<file path="src/rtl/pulse_stretch_pkg.sv">
// pulse_stretch_pkg: shared states, defaults and index-width helper
package pulse_stretch_pkg;
    typedef enum logic [1:0] {IDLE = 2'd0, STRETCH = 2'd1, GAP = 2'd2} state_e;
    localparam int DEF_NCH = 4;
    localparam int DEF_CW = 8;
    localparam int DEF_DEF_LEN = 5;
    function automatic int chw(input int n);
        return (n > 1) ? $clog2(n) : 1;
    endfunction
    localparam int DEF_CHW = chw(DEF_NCH);
endpackage

</file>
<file path="src/rtl/pulse_stretch_core.sv">
// pulse_stretch_core: load/decrement stretch engine with a one-cycle trailing gap
module pulse_stretch_core
    import pulse_stretch_pkg::*;
#(
    parameter int CW = DEF_CW
) (
    input  logic          clk,
    input  logic          rst_n,
    input  logic          start_i,
    input  logic [CW-1:0] len_i,
    output logic          pulse_out_o,
    output logic          done_o
);
    state_e        state_q;
    logic [CW-1:0] cnt_q;

    // Engine FSM; a zero length is loaded as one so the counter never wraps
    always_ff @(posedge clk or negedge rst_n) begin
        if (!rst_n) begin
            state_q <= IDLE;
            cnt_q   <= '0;
        end else begin
            case (state_q)
                IDLE: if (start_i) begin
                    cnt_q   <= (len_i == '0) ? CW'(1) : len_i;
                    state_q <= STRETCH;
                end
                STRETCH: begin
                    cnt_q <= cnt_q - CW'(1);
                    if (cnt_q == CW'(1)) state_q <= GAP;
                end
                default: state_q <= IDLE;
            endcase
        end
    end

    assign pulse_out_o = (state_q == STRETCH);
    assign done_o      = (state_q == GAP);
endmodule

</file>
<file path="src/rtl/pulse_stretch_sched.sv">
// pulse_stretch_sched: round-robin sharing of one pulse-stretch engine across channels
module pulse_stretch_sched
    import pulse_stretch_pkg::*;
#(
    parameter int NCH = DEF_NCH,
    parameter int CW = DEF_CW,
    parameter int DEF_LEN = DEF_DEF_LEN,
    localparam int CHW = chw(NCH)
) (
    input  logic           clk,
    input  logic           rst_n,
    input  logic [NCH-1:0] pulse_in_i,
    input  logic           cfg_we_i,
    input  logic [CHW-1:0] cfg_ch_i,
    input  logic [CW-1:0]  cfg_len_i,
    output logic           pulse_out_o,
    output logic [CHW-1:0] out_ch_o,
    output logic [NCH-1:0] ack_o,
    output logic [NCH-1:0] drop_o,
    output logic           busy_o
);
    logic [NCH-1:0] pulse_in_q, pending_q, drop_q, pend_set, ack;
    logic [CW-1:0]  len_q [NCH];
    logic [CHW-1:0] rr_q, out_ch_q, gnt_idx, idx;
    logic           gnt_ok, grant, eng_pulse, eng_done;

    assign pend_set = pulse_in_i & ~pulse_in_q;
    assign busy_o   = eng_pulse | eng_done;
    assign grant    = ~busy_o & gnt_ok;
    assign ack      = grant ? (NCH'(1) << gnt_idx) : '0;

    // Round-robin pick: scan downward so the closest pending channel at or after rr_q wins
    always_comb begin
        gnt_ok  = 1'b0;
        gnt_idx = '0;
        idx     = '0;
        for (int k = NCH - 1; k >= 0; k--) begin
            idx = CHW'((int'(rr_q) + k) % NCH);
            if (pending_q[idx]) begin
                gnt_ok  = 1'b1;
                gnt_idx = idx;
            end
        end
    end

    // Edge history, pending set/clear, drop strobes, owner tag and rr pointer
    always_ff @(posedge clk or negedge rst_n) begin
        if (!rst_n) begin
            pulse_in_q <= '0;
            pending_q  <= '0;
            drop_q     <= '0;
            rr_q       <= '0;
            out_ch_q   <= '0;
        end else begin
            pulse_in_q <= pulse_in_i;
            pending_q  <= (pending_q & ~ack) | pend_set;
            drop_q     <= pend_set & pending_q & ~ack;
            if (grant) begin
                out_ch_q <= gnt_idx;
                rr_q     <= (gnt_idx == CHW'(NCH - 1)) ? '0 : gnt_idx + CHW'(1);
            end
        end
    end

    // Per-channel stretch lengths; out-of-range channel writes are ignored
    always_ff @(posedge clk or negedge rst_n) begin
        if (!rst_n) begin
            for (int i = 0; i < NCH; i++) len_q[i] <= CW'(DEF_LEN);
        end else if (cfg_we_i && int'(cfg_ch_i) < NCH) begin
            len_q[cfg_ch_i] <= cfg_len_i;
        end
    end

    pulse_stretch_core #(.CW(CW)) u_core (
        .clk        (clk),
        .rst_n      (rst_n),
        .start_i    (grant),
        .len_i      (len_q[gnt_idx]),
        .pulse_out_o(eng_pulse),
        .done_o     (eng_done)
    );

    assign pulse_out_o = eng_pulse;
    assign out_ch_o    = out_ch_q;
    assign ack_o       = ack;
    assign drop_o      = drop_q;
endmodule

</file>
<file path="config.mk">
export PLATFORM = sky130hd
export DESIGN_NAME = pulse_stretch_sched
export DESIGN_NICKNAME = d
export VERILOG_FILES = /design/src/rtl/pulse_stretch_pkg.sv /design/src/rtl/pulse_stretch_core.sv /design/src/rtl/pulse_stretch_sched.sv
export SDC_FILE = /design/constraint.sdc
export NUM_CORES = 1
export LEC_CHECK = 0
export ABC_CLOCK_PERIOD_IN_PS = 2460
export CORE_MARGIN = 2
export CORE_UTILIZATION = 59
export CTS_BUF_LIST = sky130_fd_sc_hd__clkbuf_2
export CTS_CLUSTER_DIAMETER = 120
export DETAILED_ROUTE_END_ITERATION = 12
export PLACE_DENSITY = 0.82
export SYNTH_ARGS = -nofsm -noshare
export SYNTH_HDL_FRONTEND = slang
export SYNTH_SLANG_ARGS = --single-unit
</file>
<file path="constraint.sdc">
create_clock -name clk -period 2.46 [get_ports clk]
set_input_delay 0.369 -clock clk [delete_from_list [all_inputs] [get_ports clk]]
set_output_delay 0.369 -clock clk [all_outputs]
set_load 0.05 [all_outputs]
</file>
* Word-level counts from Yosys, hierarchy flattened *
Index checks and enable logic that the tools add are counted.

storage, ports and cells
  bits in registers = 58
  latch bits = 0
  RAM bits = 0
  memory bits (read-only) = 0
  input bits = 17
  output and inout port bits = 12
  logic and storage cells = 78
  memories = 0

cells by class
  add/sub/neg operators = 5
  $mul = 0
  divide/modulo/power cells = 0
  order comparisons = 7
  equality and inequality tests = 6
  shifts and indexed selects = 1
  muxes and demuxes = 30
  bitwise gates (word level) = 12
  reduce and logical (&&, ||, !) cells = 6

operators by type and width
  kind                                                      count
  2-to-1 mux 8 bit                                          5
  bitwise mux 32 bit                                        1
  bitwise AND 4 bit                                         4
  binary-select mux 8 bit (select 2 bit)                    1
  demux 8 bit (select 2 bit)                                1
  case mux 8 bit (2 select lines)                           1
  2-to-1 mux 2 bit                                          7
  < comparator 2 x 3 -> 1 bit, second input constant        4
  binary-select mux 1 bit (select 2 bit)                    4
  == test 8 x 1 -> 1 bit, second input constant             1
  zero test 8 bit                                           1
  2-to-1 mux 1 bit                                          8
  NOT 4 bit                                                 2
  subtractor 8 x 1 -> 8 bit, second input constant          1
  greater-or-equal comparator 3 bit, second input constant  2
  NOT 2 -> 3 bit                                            2
  adder 2 x 1 -> 2 bit, second input constant               2
  adder 2 bit, second input constant                        2
  == test 2 bit, second input constant                      2
  2-to-1 mux 4 bit                                          1
  OR 4 bit                                                  1
  case mux 2 bit (2 select lines)                           1
  AND reduction 2 bit                                       2
  << shifter 1 x 2 -> 4 bit, first input constant           1
  other kinds (10)                                          10

* Longest topological paths before layout *
  word-level depth = 15
  depth in mapped cells = 10
  mapped depth without buffers = 9

* Cells and area by module *
Synthesis repeated with hierarchy kept, for this count alone.

unflattened totals
  cell total of the unflattened synthesis = 236
  area total of the unflattened synthesis = 2911.5 um2

by module, submodules not included
  module               instances  cells an instance  area each (um2)  sequential area each (um2)
  pulse_stretch_sched  1          160                2195.9           1211.2
  pulse_stretch_core   1          76                 715.7            250.2

* Least setup slack after synthesis *
No wires, ideal clock.

  path type = register to register
  start = reg u_core.state_q[0]
  end = reg u_core.cnt_q[2]
  setup time = 0.121 ns
  data arrival time = 2.076 ns
  required time = 2.339 ns
  setup slack = 0.263 ns
  cell stages (with the launch flop) = 8
  buffers on the path = 1
  period minus slack after synthesis = 2.197 ns
  cells stage by stage = dfrtp_1 -> inv_1 -> ha_1 -> or2_2 -> buf_2 -> mux2i_1 -> o21ai_0 -> a22o_1

between the ends
  cells in the longest elaborated chain, start to end = 6
  elaborated cells between the ends (all ways) = 10
  those cells by class = eq/ne (3); mux (1); bitwise (3); reduce/logical (3)

RTL lines
  what                                                            line                                                RTL
  from (decl)                                                     pulse_stretch_core.sv:14                            state_e state_q;
  from (signal assigned)                                          pulse_stretch_core.sv:20                            state_q <= IDLE;
  from (signal assigned)                                          pulse_stretch_core.sv:26                            state_q <= STRETCH;
  from (signal assigned)                                          pulse_stretch_core.sv:30                            if (cnt_q == CW'(1)) state_q <= GAP;
  == test 2 x 1 -> 1 bit / == test 2 bit (equally long branches)  pulse_stretch_core.sv:37, pulse_stretch_core.sv:38
  OR 1 bit *                                                      pulse_stretch_sched.sv:28                           assign busy_o = eng_pulse | eng_done;
  named net busy_o                                                pulse_stretch_sched.sv:20                           output logic busy_o
  NOT 1 bit *                                                     pulse_stretch_sched.sv:29                           assign grant = ~busy_o & gnt_ok;
  bitwise AND 1 bit *                                             pulse_stretch_sched.sv:29
  != test 2 bit (no line) *                                       --
  AND reduction 2 bit (no line) *                                 --
  to (signal assigned)                                            pulse_stretch_core.sv:25                            cnt_q <= (len_i == '0) ? CW'(1) : len_i;
  to (signal assigned)                                            pulse_stretch_core.sv:29                            cnt_q <= cnt_q - CW'(1);
  to (decl)                                                       pulse_stretch_core.sv:15                            logic [CW-1:0] cnt_q;

The timed path passes the listed nets; every way through them passes the cells marked *.
A chain may end at the register's enable or synchronous reset.

* Final worst setup path *
  start = reg rr_q[0]
  end = out ack_o[0]

between the ends
  cells in the longest elaborated chain, start to end = 9
  elaborated cells between the ends (all ways) = 22
  those cells by class = add/sub (3); shift (1); mux (17); bitwise (1)

RTL lines
  what                                                                      line                                                  RTL
  from (decl)                                                               pulse_stretch_sched.sv:24                             logic [CHW-1:0] rr_q, out_ch_q, gnt_idx, idx;
  from (signal assigned)                                                    pulse_stretch_sched.sv:60                             rr_q <= (gnt_idx == CHW'(NCH - 1)) ? '0 : gnt_idx + CHW'(1);
  adder 2 bit                                                               pulse_stretch_sched.sv:38                             idx = CHW'((int'(rr_q) + k) % NCH);
  binary-select mux 1 bit (select 2 bit)                                    pulse_stretch_sched.sv:39                             if (pending_q[idx]) begin
  2-to-1 mux 1 bit (not written as such)                                    pulse_stretch_sched.sv:39
  2-to-1 mux 2 bit / 2-to-1 mux 1 bit (equally long branches) (4 in a row)  pulse_stretch_sched.sv:39
  << shifter 1 x 2 -> 4 bit / bitwise AND 1 bit (equally long branches)     pulse_stretch_sched.sv:30, pulse_stretch_sched.sv:29
  2-to-1 mux 4 bit *                                                        pulse_stretch_sched.sv:30                             assign ack = grant ? (NCH'(1) << gnt_idx) : '0;
  to (decl)                                                                 pulse_stretch_sched.sv:18                             output logic [NCH-1:0] ack_o,

Mark *: on every way between the ends. The rest lies on a longest branch, timed or not. The select of a mux whose other input is x is not followed.

==> results.txt <==
- Sequential cell area fraction in the yosys report: 52.0%
- Global router's overall resource usage: 22.9%
- Clk pin slew, worst setup/hold paths: 0.15 ns
- Data required time at the worst endpoint: 2.09 ns
- Pwr Total: 4.79 mW
* Slowest cell delay on critical path: 0.44 ns
* Worst relative slew slack: 38.6%
- Final period util: 98.1%
- At the pin with the least slew margin, the transition time is 0.921 ns.
- Worst setup EP type: output port
- IR analysis of the VDD net gives a maximum drop of 0.000628 V.
* DRT antenna net count: 0
* Total overflow reported by the global router: 0
* CTS HTree Levels: 3
- Startpoint class of the critical path: flop
- For this design the static power due to leakage is 1.51 nW.
* Beginning of the worst register-to-register path: rr_q[0]$_DFFE_PN0P_
- The worst register-to-register path ends at u_core.cnt_q[0]$_DFFE_PN0P_.
- The worst setup path is of the flop to output port kind.
- Pwr Density: 1410 mW/mm^2
- The worst path in the final design needs a cycle of 2.41 ns, including I/O delays and setup.
* Count leader, synth: sky130_fd_sc_hd__dfrtp_1
- TritonCTS built the clock tree.
- Each instance of the synthesized netlist takes up on average 12.0 um^2.
- Among all stages on the critical path, the largest delay is contributed by sky130_fd_sc_hd__dfrtp_1.
- For this run, the detailed router's first-pass iteration total came to 4.
- Together, buffers and inverters on the worst path number 4.
- Detailed placement finished with a half-perimeter wire length of 3.91 mm.
- Number of synthesized register bits: 58
- The congestion estimate from routability-driven global placement came to 0.852.
* Run status: complete, but fails checks
- RSZ-0062 raised after global routing: yes
- 0 antenna diodes ended up in the layout.
- Measured along the x axis, the die boundary spans 73.0 um.
- Summing over every cut layer, the via total after detailed routing is 1910.
- Number of cells in the design after placement: 319
- Mapped Area: 0.00281 mm^2
- Reg2Reg Depth: 10
* Final setup violating endpoints: 0
- Final slew viol count: 0
- Once the floorplan was initialized, standard cells occupied 60.3% of the core.
* First-pass GRT wire length: 9.10 mm
- Placement Cell Area: 0.00320 mm^2
* Dominant synthesized flop cell: sky130_fd_sc_hd__dfrtp_1
- The first routing iteration left 139 violations.
- Share of the synthesized area in the top cell type: 44.5%
- Clock Tree Root: sky130_fd_sc_hd__clkbuf_2
* Core utilization of the finished layout: 73.0%
- Top cells by area in the synthesized netlist: sky130_fd_sc_hd__dfrtp_1 (45%), sky130_fd_sc_hd__mux2_2 (15%), sky130_fd_sc_hd__dfstp_2 (7.5%), sky130_fd_sc_hd__mux2i_1 (7.5%), sky130_fd_sc_hd__ha_1 (4.0%)
- Sorting the synthesized cells by how often they occur yields sky130_fd_sc_hd__dfrtp_1 (50), sky130_fd_sc_hd__mux2_2 (37), sky130_fd_sc_hd__mux2i_1 (21), sky130_fd_sc_hd__nand2_1 (19), sky130_fd_sc_hd__a21oi_1 (13).
* Number of antenna violations at the first check in global routing: 0
* Worst-skew pair later-pin latency: 0.49 ns
* Setup Total Neg Slack: 0 ns
* Violated checks: hold timing
* Layout cells sized above 1: 33.9%
* Largest net degree at the start of global routing: 43
* Number of top-level pins: 29
- Standard cell core area: 0.00466 mm^2
- The die is 73.0 um tall.
- The number of global-route vias before repair is 1922.
- Final cell count without fillers: 340
- Buffer levels on the longest clock path: 2
- Cell row count: 25
- Worst path cell trace: buf_4 -> nor3b_2 -> a211oi_4 -> buf_6 -> inv_4 -> ha_2 -> and2_4 -> buf_8
* Synth async-reset ratio: 100%
* Number of input and output port buffers inserted: 28
* Number of unique standard cell types used by synthesis: 38
- After detailed routing, the average wire length per cell comes to 16.2 um.
- Avg Vias per Cell: 5.62
- Yosys warns: 0
* Max Cap Violations: 0
- Clock tree synthesis inserted a total of 9 buffers.
- Setup slack on the worst flop-to-flop path: 0.24 ns
- Grouping stages by cell kind, the critical path spends the most delay in buffers and inverters.
- Worst setup path startpoint: rr_q[0]$_DFFE_PN0P_
- With fillers left out, the area of the finished cells amounts to 0.00340 mm^2.
- Between clock sinks in the finished design, the worst skew comes to 0.0104 ns.
- Along the worst path, the maximum fanout reaches 4.
- The area growth from synthesis to layout is 21.1%.
* Peak Freq: 0.414 GHz
* Arrival @ worst endpoint: 2.04 ns
* Fin nets: 307
- Before CTS, the worst setup slack after placement is 0.414 ns.
- Die outline area: 0.00533 mm^2
- DRC violation count after routing: 0
* Final Hold Viols: 9
- Instance count of the mapped netlist: 234
- Total Wirelength: 5.50 mm
- Clock tree synthesis found a total of 58 sinks.
- The layout has 318 filler cells.
- Yosys top cell by area: sky130_fd_sc_hd__dfrtp_1
- Number of enable flip-flop cells after synthesis: 0
- Type of the worst min-delay path: input pin to asynchronous set/reset pin
- After layout, the worst setup slack is 0.0463 ns.
* Synth Net Count: 260
* Smallest hold slack: -0.00884 ns
==> layer usage <==
metal  global-route usage (%)  up-vias  part of all wire (%)
li1                         -      930                     -
met1                     30.6      919                    47
met2                     35.2       46                    47
met3                     4.01       15                   3.4
met4                     13.4        0                   2.5
met5                        0        -                     0
==> final cells by class <==
cell class / instances / area, um^2 / area share [%]
clock buffers: 12 / 60.1 / 1.76
well taps: 54 / 67.6 / 1.99
flip-flops and latches: 58 / 1460 / 43.0
multi-input cells: 163 / 1340 / 39.2
inverters: 8 / 35.0 / 1.03
repair buffers: 41 / 400 / 11.8
clock inverters: 4 / 42.5 / 1.25
==> how the worst max path moves through the flow <==
stage / to / depth (start not counted) / slack [ns]
after floorplan: u_core.cnt_q[2]$_DFFE_PN0P_ / 7 / 0.26
after global placement: ack_o[0] / 7 / 0.47
after detailed placement: u_core.cnt_q[0]$_DFFE_PN0P_ / 9 / 0.41
after CTS: ack_o[2] / 8 / -0.02
after global routing: ack_o[2] / 4 / -0.07
final: ack_o[0] / 8 / 0.05
==> report_power, final <==
part	internal, mW	leakage, nW	switching (mW)
clock network	0.240	0.0710	0.339
logic	1.27	0.757	1.48
registers	1.24	0.678	0.217
total	2.75	1.51	2.04
==> logic make-up (layout without fill, tap and decap cells) <==
| logic type | after synthesis | count (layout) | share of synthesized area [%] |
|---|---|---|---|
| AND/OR/NAND/NOR | 59 | 59 | 11.2 |
| flip-flops | 58 | 58 | 52.0 |
| buffers and inverters | 13 | 65 | 2.45 |
| adder cells (fa/ha/maj) | 9 | 9 | 4.01 |
| AO/OA/AOI/OAI | 37 | 37 | 8.01 |
| multiplexers | 58 | 58 | 22.3 |
==> state kept, by name, summed over array words and instances, names as in the netlist <==
register / flops
out_ch_o: 2
u_core.cnt_q: 8
u_core.state_q: 2
pulse_in_q: 4
len_q: 32
pending_q: 4
drop_o: 4
rr_q: 2
==> timing repair <==
action | in CTS | in global routing
endpoints found under the setup margin | 6 | 4
gates resized for setup | 5 | 17
hold buffers | 0 | 0
pin swaps | 0 | 1
setup buffers | 2 | 3
==> cell usage in the layout, fill, tap and decap left out, drive strengths merged, types with 2 or more instances in the layout <==
master,n
nand3b,3
a21oi,13
clkbuf,12
nor2,7
mux2i,21
a211oi,2
nand2,19
o21ai,11
buf,18
and2,4
nand3,3
nor3,3
or3,2
mux2,37
a22o,3
nand2b,9
dfstp,8
dlygate4sd2,2
o22ai,3
or2,2
nor3b,3
ha,9
clkdlybuf4s50,21
dfrtp,50
inv,7
clkinv,4
No activity file was read; power rests on OpenSTA's default activity.
